## src/rtl/hba_pkg.sv

```systemverilog
// HBA arbiter shared types and constants.
// State encodings, default sizing and the owner-width helper.
package hba_pkg;

  typedef enum logic [1:0] {
    ST_IDLE    = 2'd0,
    ST_GRANT   = 2'd1,
    ST_RELEASE = 2'd2
  } hba_state_e;

  localparam int HBA_NUM_MASTERS_DEFAULT = 4;
  localparam int HBA_TIMEOUT_DEFAULT     = 255;

  function automatic int hba_idx_width(input int n);
    return (n <= 1) ? 1 : $clog2(n);
  endfunction

  localparam int HBA_OWNER_WIDTH_DEFAULT =
    hba_idx_width(HBA_NUM_MASTERS_DEFAULT);

endpackage

```

## src/rtl/hba_rr_pick.sv

```systemverilog
// Round-robin winner pick over a pending vector.
// Scans upward from last+1 and wraps to index 0.
module hba_rr_pick #(
  parameter int N = 4,
  parameter int W = 2
) (
  input  logic [N-1:0] pending,
  input  logic [W-1:0] last,
  output logic [W-1:0] winner,
  output logic         valid
);

  logic [N-1:0] above;
  logic [N-1:0] hi;

  // Mask of indices strictly after the last owner
  always_comb begin
    above = '0;
    for (int i = 0; i < N; i++) begin
      above[i] = (W'(i) > last);
    end
  end

  assign hi = pending & above;

  // Lowest pending above last wins, else lowest pending overall
  always_comb begin
    winner = '0;
    valid  = 1'b0;
    for (int i = N - 1; i >= 0; i--) begin
      if (pending[i]) begin
        winner = W'(i);
        valid  = 1'b1;
      end
    end
    for (int i = N - 1; i >= 0; i--) begin
      if (hi[i]) begin
        winner = W'(i);
      end
    end
  end

endmodule

```

## src/rtl/hba_arbiter.sv

```systemverilog
// HBA bus arbiter: latched request pulses, round-robin grant,
// grant held until xferack, watchdog-forced release.
module hba_arbiter
  import hba_pkg::*;
#(
  parameter int NUM_MASTERS    = HBA_NUM_MASTERS_DEFAULT,
  parameter int OWNER_WIDTH    = HBA_OWNER_WIDTH_DEFAULT,
  parameter int TIMEOUT_CYCLES = HBA_TIMEOUT_DEFAULT,
  parameter int TIMER_WIDTH    = 8
) (
  input  logic                   hba_clk,
  input  logic                   hba_reset,
  input  logic [NUM_MASTERS-1:0] hba_mrequest,
  input  logic                   hba_xferack,
  output logic [NUM_MASTERS-1:0] hba_mgrant,
  output logic [OWNER_WIDTH-1:0] arb_owner,
  output logic                   arb_busy,
  output logic                   arb_timeout
);

  localparam bit TO_EN = (TIMEOUT_CYCLES != 0);
  localparam logic [TIMER_WIDTH-1:0] TO_LAST =
    TIMER_WIDTH'(TO_EN ? TIMEOUT_CYCLES - 1 : 0);
  localparam logic [OWNER_WIDTH-1:0] OWNER_RST =
    OWNER_WIDTH'(NUM_MASTERS - 1);

  hba_state_e             state, state_n;
  logic [NUM_MASTERS-1:0] pending, pending_n;
  logic [NUM_MASTERS-1:0] grant_n, clr;
  logic [OWNER_WIDTH-1:0] owner_n, pick_idx;
  logic [TIMER_WIDTH-1:0] timer, timer_n;
  logic                   timeout_n, pick_valid;

  hba_rr_pick #(
    .N (NUM_MASTERS),
    .W (OWNER_WIDTH)
  ) u_pick (
    .pending (pending),
    .last    (arb_owner),
    .winner  (pick_idx),
    .valid   (pick_valid)
  );

  // A new pulse outranks the clear of the finishing owner
  assign pending_n = (pending & ~clr) | hba_mrequest;

  // Next-state, grant, owner and watchdog decisions
  always_comb begin
    state_n   = state;
    grant_n   = hba_mgrant;
    owner_n   = arb_owner;
    timer_n   = timer;
    timeout_n = 1'b0;
    clr       = '0;
    case (state)
      ST_IDLE: begin
        if (pick_valid) begin
          grant_n = NUM_MASTERS'(1) << pick_idx;
          owner_n = pick_idx;
          timer_n = '0;
          state_n = ST_GRANT;
        end
      end
      ST_GRANT: begin
        timer_n = timer + 1'b1;
        if (hba_xferack) begin
          grant_n = '0;
          clr     = hba_mgrant;
          state_n = ST_RELEASE;
        end else if (TO_EN && timer == TO_LAST) begin
          grant_n   = '0;
          clr       = hba_mgrant;
          timeout_n = 1'b1;
          state_n   = ST_RELEASE;
        end
      end
      ST_RELEASE: begin
        grant_n = '0;
        state_n = ST_IDLE;
      end
      default: begin
        grant_n = '0;
        state_n = ST_IDLE;
      end
    endcase
  end

  // Arbiter state and registered outputs
  always_ff @(posedge hba_clk or posedge hba_reset) begin
    if (hba_reset) begin
      state       <= ST_IDLE;
      pending     <= '0;
      hba_mgrant  <= '0;
      arb_owner   <= OWNER_RST;
      arb_busy    <= 1'b0;
      arb_timeout <= 1'b0;
      timer       <= '0;
    end else begin
      state       <= state_n;
      pending     <= pending_n;
      hba_mgrant  <= grant_n;
      arb_owner   <= owner_n;
      arb_busy    <= (state_n != ST_IDLE);
      arb_timeout <= timeout_n;
      timer       <= timer_n;
    end
  end

endmodule

```

## config.mk

```make
export PLATFORM = sky130hd
export DESIGN_NAME = hba_arbiter
export DESIGN_NICKNAME = d
export VERILOG_FILES = /design/src/rtl/hba_pkg.sv /design/src/rtl/hba_rr_pick.sv /design/src/rtl/hba_arbiter.sv
export SDC_FILE = /design/constraint.sdc
export NUM_CORES = 1
export LEC_CHECK = 0
export CAP_MARGIN = 25
export CORE_MARGIN = 2
export CORE_UTILIZATION = 48
export DETAILED_ROUTE_END_ITERATION = 10
export PLACE_DENSITY = 0.74
export SKIP_CTS_REPAIR_TIMING = 1
export SLEW_MARGIN = 20
export SYNTH_ARGS = -nofsm -noshare
export SYNTH_HDL_FRONTEND = slang
export SYNTH_HIERARCHICAL = 1
export SYNTH_SLANG_ARGS = --single-unit
```

## constraint.sdc

```tcl
create_clock -name hba_clk -period 1.5 [get_ports hba_clk]
set_input_delay 0.15 -clock hba_clk [delete_from_list [all_inputs] [get_ports hba_clk]]
set_output_delay 0.15 -clock hba_clk [all_outputs]
set_load 0.005 [all_outputs]
```

# After elaboration in Yosys (flattened, before gate mapping)
# Cells that the tools add are included.
[op_classes]
n_addsub = 1
magnitude_cmp = 4
eq_ne = 4
shift = 1
n_mux = 28
bitwise = 4
n_reduce_logical = 6
[op_table]
columns = ["op", "n"]
rows = [
  ["2-to-1 mux 4 bit", 6],
  ["2-to-1 mux 2 bit", 11],
  ["one-hot mux 8 bit (2 select lines)", 1],
  ["adder 8 x 1 -> 8 bit, second input constant", 1],
  ["bitwise AND 4 bit", 2],
  ["== test 8 bit, second input constant", 1],
  ["2-to-1 mux 8 bit", 1],
  ["one-hot mux 4 bit (2 select lines)", 1],
  ["2-to-1 mux 1 bit", 7],
  ["AND reduction 2 bit", 3],
  ["greater-than comparator 1 x 2 -> 1 bit, first input constant", 2],
  ["greater-than comparator 2 bit, first input constant", 2],
  ["NOT 4 bit", 1],
  ["bitwise OR 4 bit", 1],
  ["one-hot mux 2 bit (2 select lines)", 1],
  ["nonzero test 2 bit", 2],
  ["<< shifter 1 x 2 -> 4 bit, first input constant", 1],
  ["!= test 3 bit, second input constant", 1],
  ["== test 2 x 1 -> 1 bit, second input constant", 1],
  ["logical NOT 2 bit", 1],
  ["!= test 2 bit, second input constant", 1],
]
[word_totals]
regBits = 22
inputBits = 7
out_inout_bits = 8
word_cells = 55

# Logic depth before layout (Yosys ltp)
# Gate-level depths: netlist of run 1.
[depth]
ltp_word = 11
depth_mapped = 5
mapped_depth_nobuf = 5

# Hierarchy
# Netlist of run 1, hierarchy kept.
[by_module_without_submodules]
columns = ["module", "instances", "cells_per_inst", "area_each_um2", "seq_area_each_um2"]
rows = [
  ["hba_arbiter", 1, 94, 1034.7, 553.0],
  ["hba_rr_pick", 1, 14, 86.3, 0.0],
]

# Worst setup path before layout of run 1
# No wires, ideal clock.
[synth_path]
path_type = "register -> register"
from = "reg pending[3]"
to = "reg hba_mgrant[0]"
setup_ns = 0.066
arrival_time_ns = 1.364
required_ns = 1.434
path_slack_ns = 0.070
stages_incl_launch_ff = 6
path_buffers = 0
synth_period_minus_slack_ns = 1.430
path_cell_list = "dfrtp_1 nor2_1 nand2_1 mux2_4 a311oi_4 a22o_1"
[synth_via]
elab_cells_between_ends = 18
classes_between = "1 x eq/ne; 1 x shift; 14 x mux; 1 x bitwise; 1 x reduce/logical"
[synth_lines]
columns = ["element", "line", "text"]
rows = [
  ["from (decl)", "hba_arbiter.sv:28", "logic [NUM_MASTERS-1:0] pending, pending_n;"],
  ["from (signal assigned)", "hba_arbiter.sv:100", "pending <= pending_n;"],
  ["2-to-1 mux 1 bit (4 in a row)", "hba_rr_pick.sv:31", "if (pending[i]) begin"],
  ["named net pick_valid", "hba_arbiter.sv:32", "logic timeout_n, pick_valid;"],
  ["!= test 2 bit (no source line)", "-", ""],
  ["AND reduction 2 bit (no source line)", "-", ""],
  ["to (signal assigned)", "hba_arbiter.sv:101", "hba_mgrant <= grant_n;"],
  ["to (decl)", "hba_arbiter.sv:15", "output logic [NUM_MASTERS-1:0] hba_mgrant,"],
]
# The timed path passes the listed nets, and every way through them passes these cells. The select of a mux whose other input is x is not followed.
# A chain may end at the register's enable or synchronous reset.

# Worst setup path in the final report of run 1
[layout_path]
from = "reg pending[2]"
to = "reg hba_mgrant[0]"
[layout_via]
elab_cells_between_ends = 16
classes_between = "1 x eq/ne; 1 x shift; 12 x mux; 1 x bitwise; 1 x reduce/logical"
[layout_lines]
columns = ["element", "line"]
rows = [
  ["2-to-1 mux 1 bit (3 in a row)", "hba_rr_pick.sv:31"],
  ["named net pick_valid", "hba_arbiter.sv:32"],
  ["!= test 2 bit (no source line)", "-"],
  ["AND reduction 2 bit (no source line)", "-"],
]
# The timed path passes the listed nets, and every way through them passes these cells. The select of a mux whose other input is x is not followed.

==> results.toml, run 1 <==
[synthesis]
synth_edf_count = 0
yosysTopAreaCell = "dfrtp_1"
ys_ff_latch = 22
syn_inst = 108
synth_fa_ha_area_share_pct = 2.23
mappedNetlistArea_um2 = 1120
synth-main-ff-cell = "dfrtp_1"
synth-xor-area-share_pct = 0
synth_nets = 117
async_reset_ff_share_pct = 100
synth_cell_type_count = 37
avgSynthCellArea_um2 = 10.4
yosys_warnings = 6
ys_top_cells_by_area = "dfrtp_1 (45%), dfstp_2 (4.7%), a21oi_1 (4.0%), nor3b_1 (3.3%), o21ai_0 (3.1%)"
synth_top_family_by_area = "compound AO/OA/AOI/OAI gates"
synthSimpleGateAreaFrac_pct = 18.8
yosysSeqAreaShare_pct = 49.3
synthMuxAreaShare_pct = 4.24
synth_top_area_share_pct = 44.6
synth_compound_area_share_pct = 21.3

[sta]
fmax_ghz = 0.629
tns_ns = -0.276
hold_slack_ns = 0.117
tightest_slew_ns = 0.439
slew_viol_final = 0
setup_viol = 4
period_minus_slack_ns = 1.59
timing.final.ws_setup_ns = -0.0902
rsz0062_at_grt = "true"
final_hold_viol_count = 0
skew_ns = 0.00831
finalCritPeriodShare_pct = 106
maxSlewHeadroom_pct = 70.7

[place]
gp_congestion = 0.851
port_buffers = 14
place_inst = 161
hpwl_um = 1900

[worst_hold_path]
hold_path.class = "in -> async"

[pwr]
p_total_uw = 2110
p_switching_uw = 673
p_int_uw = 1440
p_seq_share_pct = 41.1
p_leak_uw = 0.000661
peakVddDrop_uv = 862
p_clk_share_pct = 21.1
sw_frac_of_total_pct = 31.9
power.density_nw_per_um2 = 1380
p_comb_share_pct = 37.8

[clocking]
clock_latency_ns = 0.31
cts.clk_slew.worst_paths_ns = 0.12
root_buffer = "clkbuf_4"
cts_tree = "done"
htreeDepth = 1
cts_sinks = 22
numCtsBuffers = 3
cts.path.max_buffers = 2

[setup_path]
critical_path_class = "reg -> reg"
reg2reg_from = "pending[2]"
arrival_ns = 1.84
r2r_cells = 5
rr_endpoint = "hba_mgrant[0]"
worstSetupStartpointType = "flop"
reg2reg_slack_ns = -0.09
cp-end-kind = "flop"
required_ns = 1.75
crit_fanout = 4

[die]
pin_count = 15
die_height_um = 52.3
core_area_um2 = 2210
dieArea_um2 = 2740
chipWidth_um = 52.3
start_util_pct = 50.7
rows = 17

[grt]
antenna_found_initial = 0
grt_max_degree = 14
grt_pass1_wl_um = 4460
grt_pass1_vias = 934
grt_overflow = 0
groute.usage.overall_pct = 22.8

[detailed_routing]
drt-initial-drc-count = 34
drcViolationCount = 0
first_pass_iters = 4
vias = 988
ant_nets = 0
vias_per_cell = 5.81
wirelength_um = 2750
wire_per_inst_um = 16.2

[layout]
final_cell_mix = "dfrtp_1 (20), buf_4 (17), clkdlybuf4s50_1 (12), inv_1 (8), a21oi_1 (8)"
fin_cells = 170
drive_gt1_share_pct = 28.2
layout_commonest_cell = "dfrtp_1"
area_growth_syn_to_layout_pct = 36.6
antennaDiodeCount = 0
final_nets = 152
final_util_pct = 69.2

[outcome]
violations = "negative setup slack"
status = "finished, violations left"

[flow_run]
cap_violations = 0
## worst max-delay path: stages (launching register included)
cell	delay (ns)
dfrtp_1	0.42
nor2_2	0.17
nand2_2	0.09
mux2_4	0.29
a311oi_4	0.37
a22o_1	0.20
## kinds of logic (layout without fill, tap and decap cells)
| logic type | after synthesis | count (layout) |
|---|---|---|
| simple gates | 38 | 38 |
| compound gates | 32 | 32 |
| flops | 22 | 22 |
| buf+inv | 10 | 44 |
| mux | 4 | 4 |
| fa+ha+maj | 2 | 2 |
## per-layer routing
metal	wire (µm)	GRT usage, %	vias up
li1	-	-	464
met1	1270	31.6	488
met2	1300	34.2	30
met3	131	6.29	6
met4	44	7.69	0
met5	0	0	-
## power groups by stage
stage               logic [µW]  registers, µW  clock network (µW)
floorplan                  367            853                   0
global placement           631            870                   0
detailed placement         658            877                   0
CTS                        660            867                 460
global route               869            877                 486
finish                     797            866                 446
## synthesized netlist by cell type, drive strengths merged (2+ instances only)
cell / count
dfrtp: 20
a21oi: 9
inv: 8
nand2: 8
nor2: 8
o21ai: 7
nor3b: 6
nand2b: 4
a31oi: 3
mux2: 3
a22o: 2
a32o: 2
and3: 2
buf: 2
dfstp: 2
ha: 2
nand3: 2
nor2b: 2
## through the flow
stage          cell area (µm²)  worst slack (ns)
3_3_place_gp              1390            0.0471
2_1_floorplan             1120            0.0703
5_1_grt                   1530            -0.155
3_5_place_dp              1390          -0.00378
6_report                  1530           -0.0902
4_1_cts                   1440            -0.119
## flip-flops by register name, indices dropped and copies added (netlist names)
name / flops
arb_busy: 1
arb_owner: 2
arb_timeout: 1
hba_mgrant: 4
pending: 4
state: 2
timer: 8
## how the worst max path moves through the flow
stage                       startpoint            end  slack (ns)  cells after the start
after floorplan             pending[3]  hba_mgrant[0]        0.07                      5
after global placement     hba_xferack  hba_mgrant[1]        0.05                      4
after detailed placement    pending[3]  hba_mgrant[1]      -0.004                      5
after CTS                 arb_owner[1]   arb_owner[1]       -0.12                      1
after global routing        pending[2]  hba_mgrant[0]       -0.16                      5
final                       pending[2]  hba_mgrant[0]       -0.09                      5
## area by class of cell
type / count / area [µm²]
Clock inverter: 1 / 30.0
Multi-Input combinational cell: 76 / 568
Clock buffer: 3 / 22.5
Fill cell: 183 / 681
Sequential cell: 22 / 553
Tap cell: 28 / 35.0
Timing Repair Buffer: 32 / 293
Inverter: 8 / 30.0
Note: power is estimated with default switching activity, not from simulation.
==> run 2, diff against run 1 <==
--- a/config.mk
+++ b/config.mk
@@ -8,6 +8,7 @@
 export CAP_MARGIN = 25
 export CORE_MARGIN = 2
 export CORE_UTILIZATION = 48
+export CTS_CLUSTER_SIZE = 24
 export DETAILED_ROUTE_END_ITERATION = 10
 export PLACE_DENSITY = 0.74
 export SKIP_CTS_REPAIR_TIMING = 1
==> results of run 2 <==
The final DEF is identical to that of run 1; final timing and power are the same.
==> run 3, diff against run 2 <==
--- a/config.mk
+++ b/config.mk
@@ -12,7 +12,6 @@
 export DETAILED_ROUTE_END_ITERATION = 10
 export PLACE_DENSITY = 0.74
 export SKIP_CTS_REPAIR_TIMING = 1
-export SLEW_MARGIN = 20
 export SYNTH_ARGS = -nofsm -noshare
 export SYNTH_HDL_FRONTEND = slang
 export SYNTH_HIERARCHICAL = 1
==> results of run 3 <==
The final DEF is identical to that of run 1; final timing and power are the same.
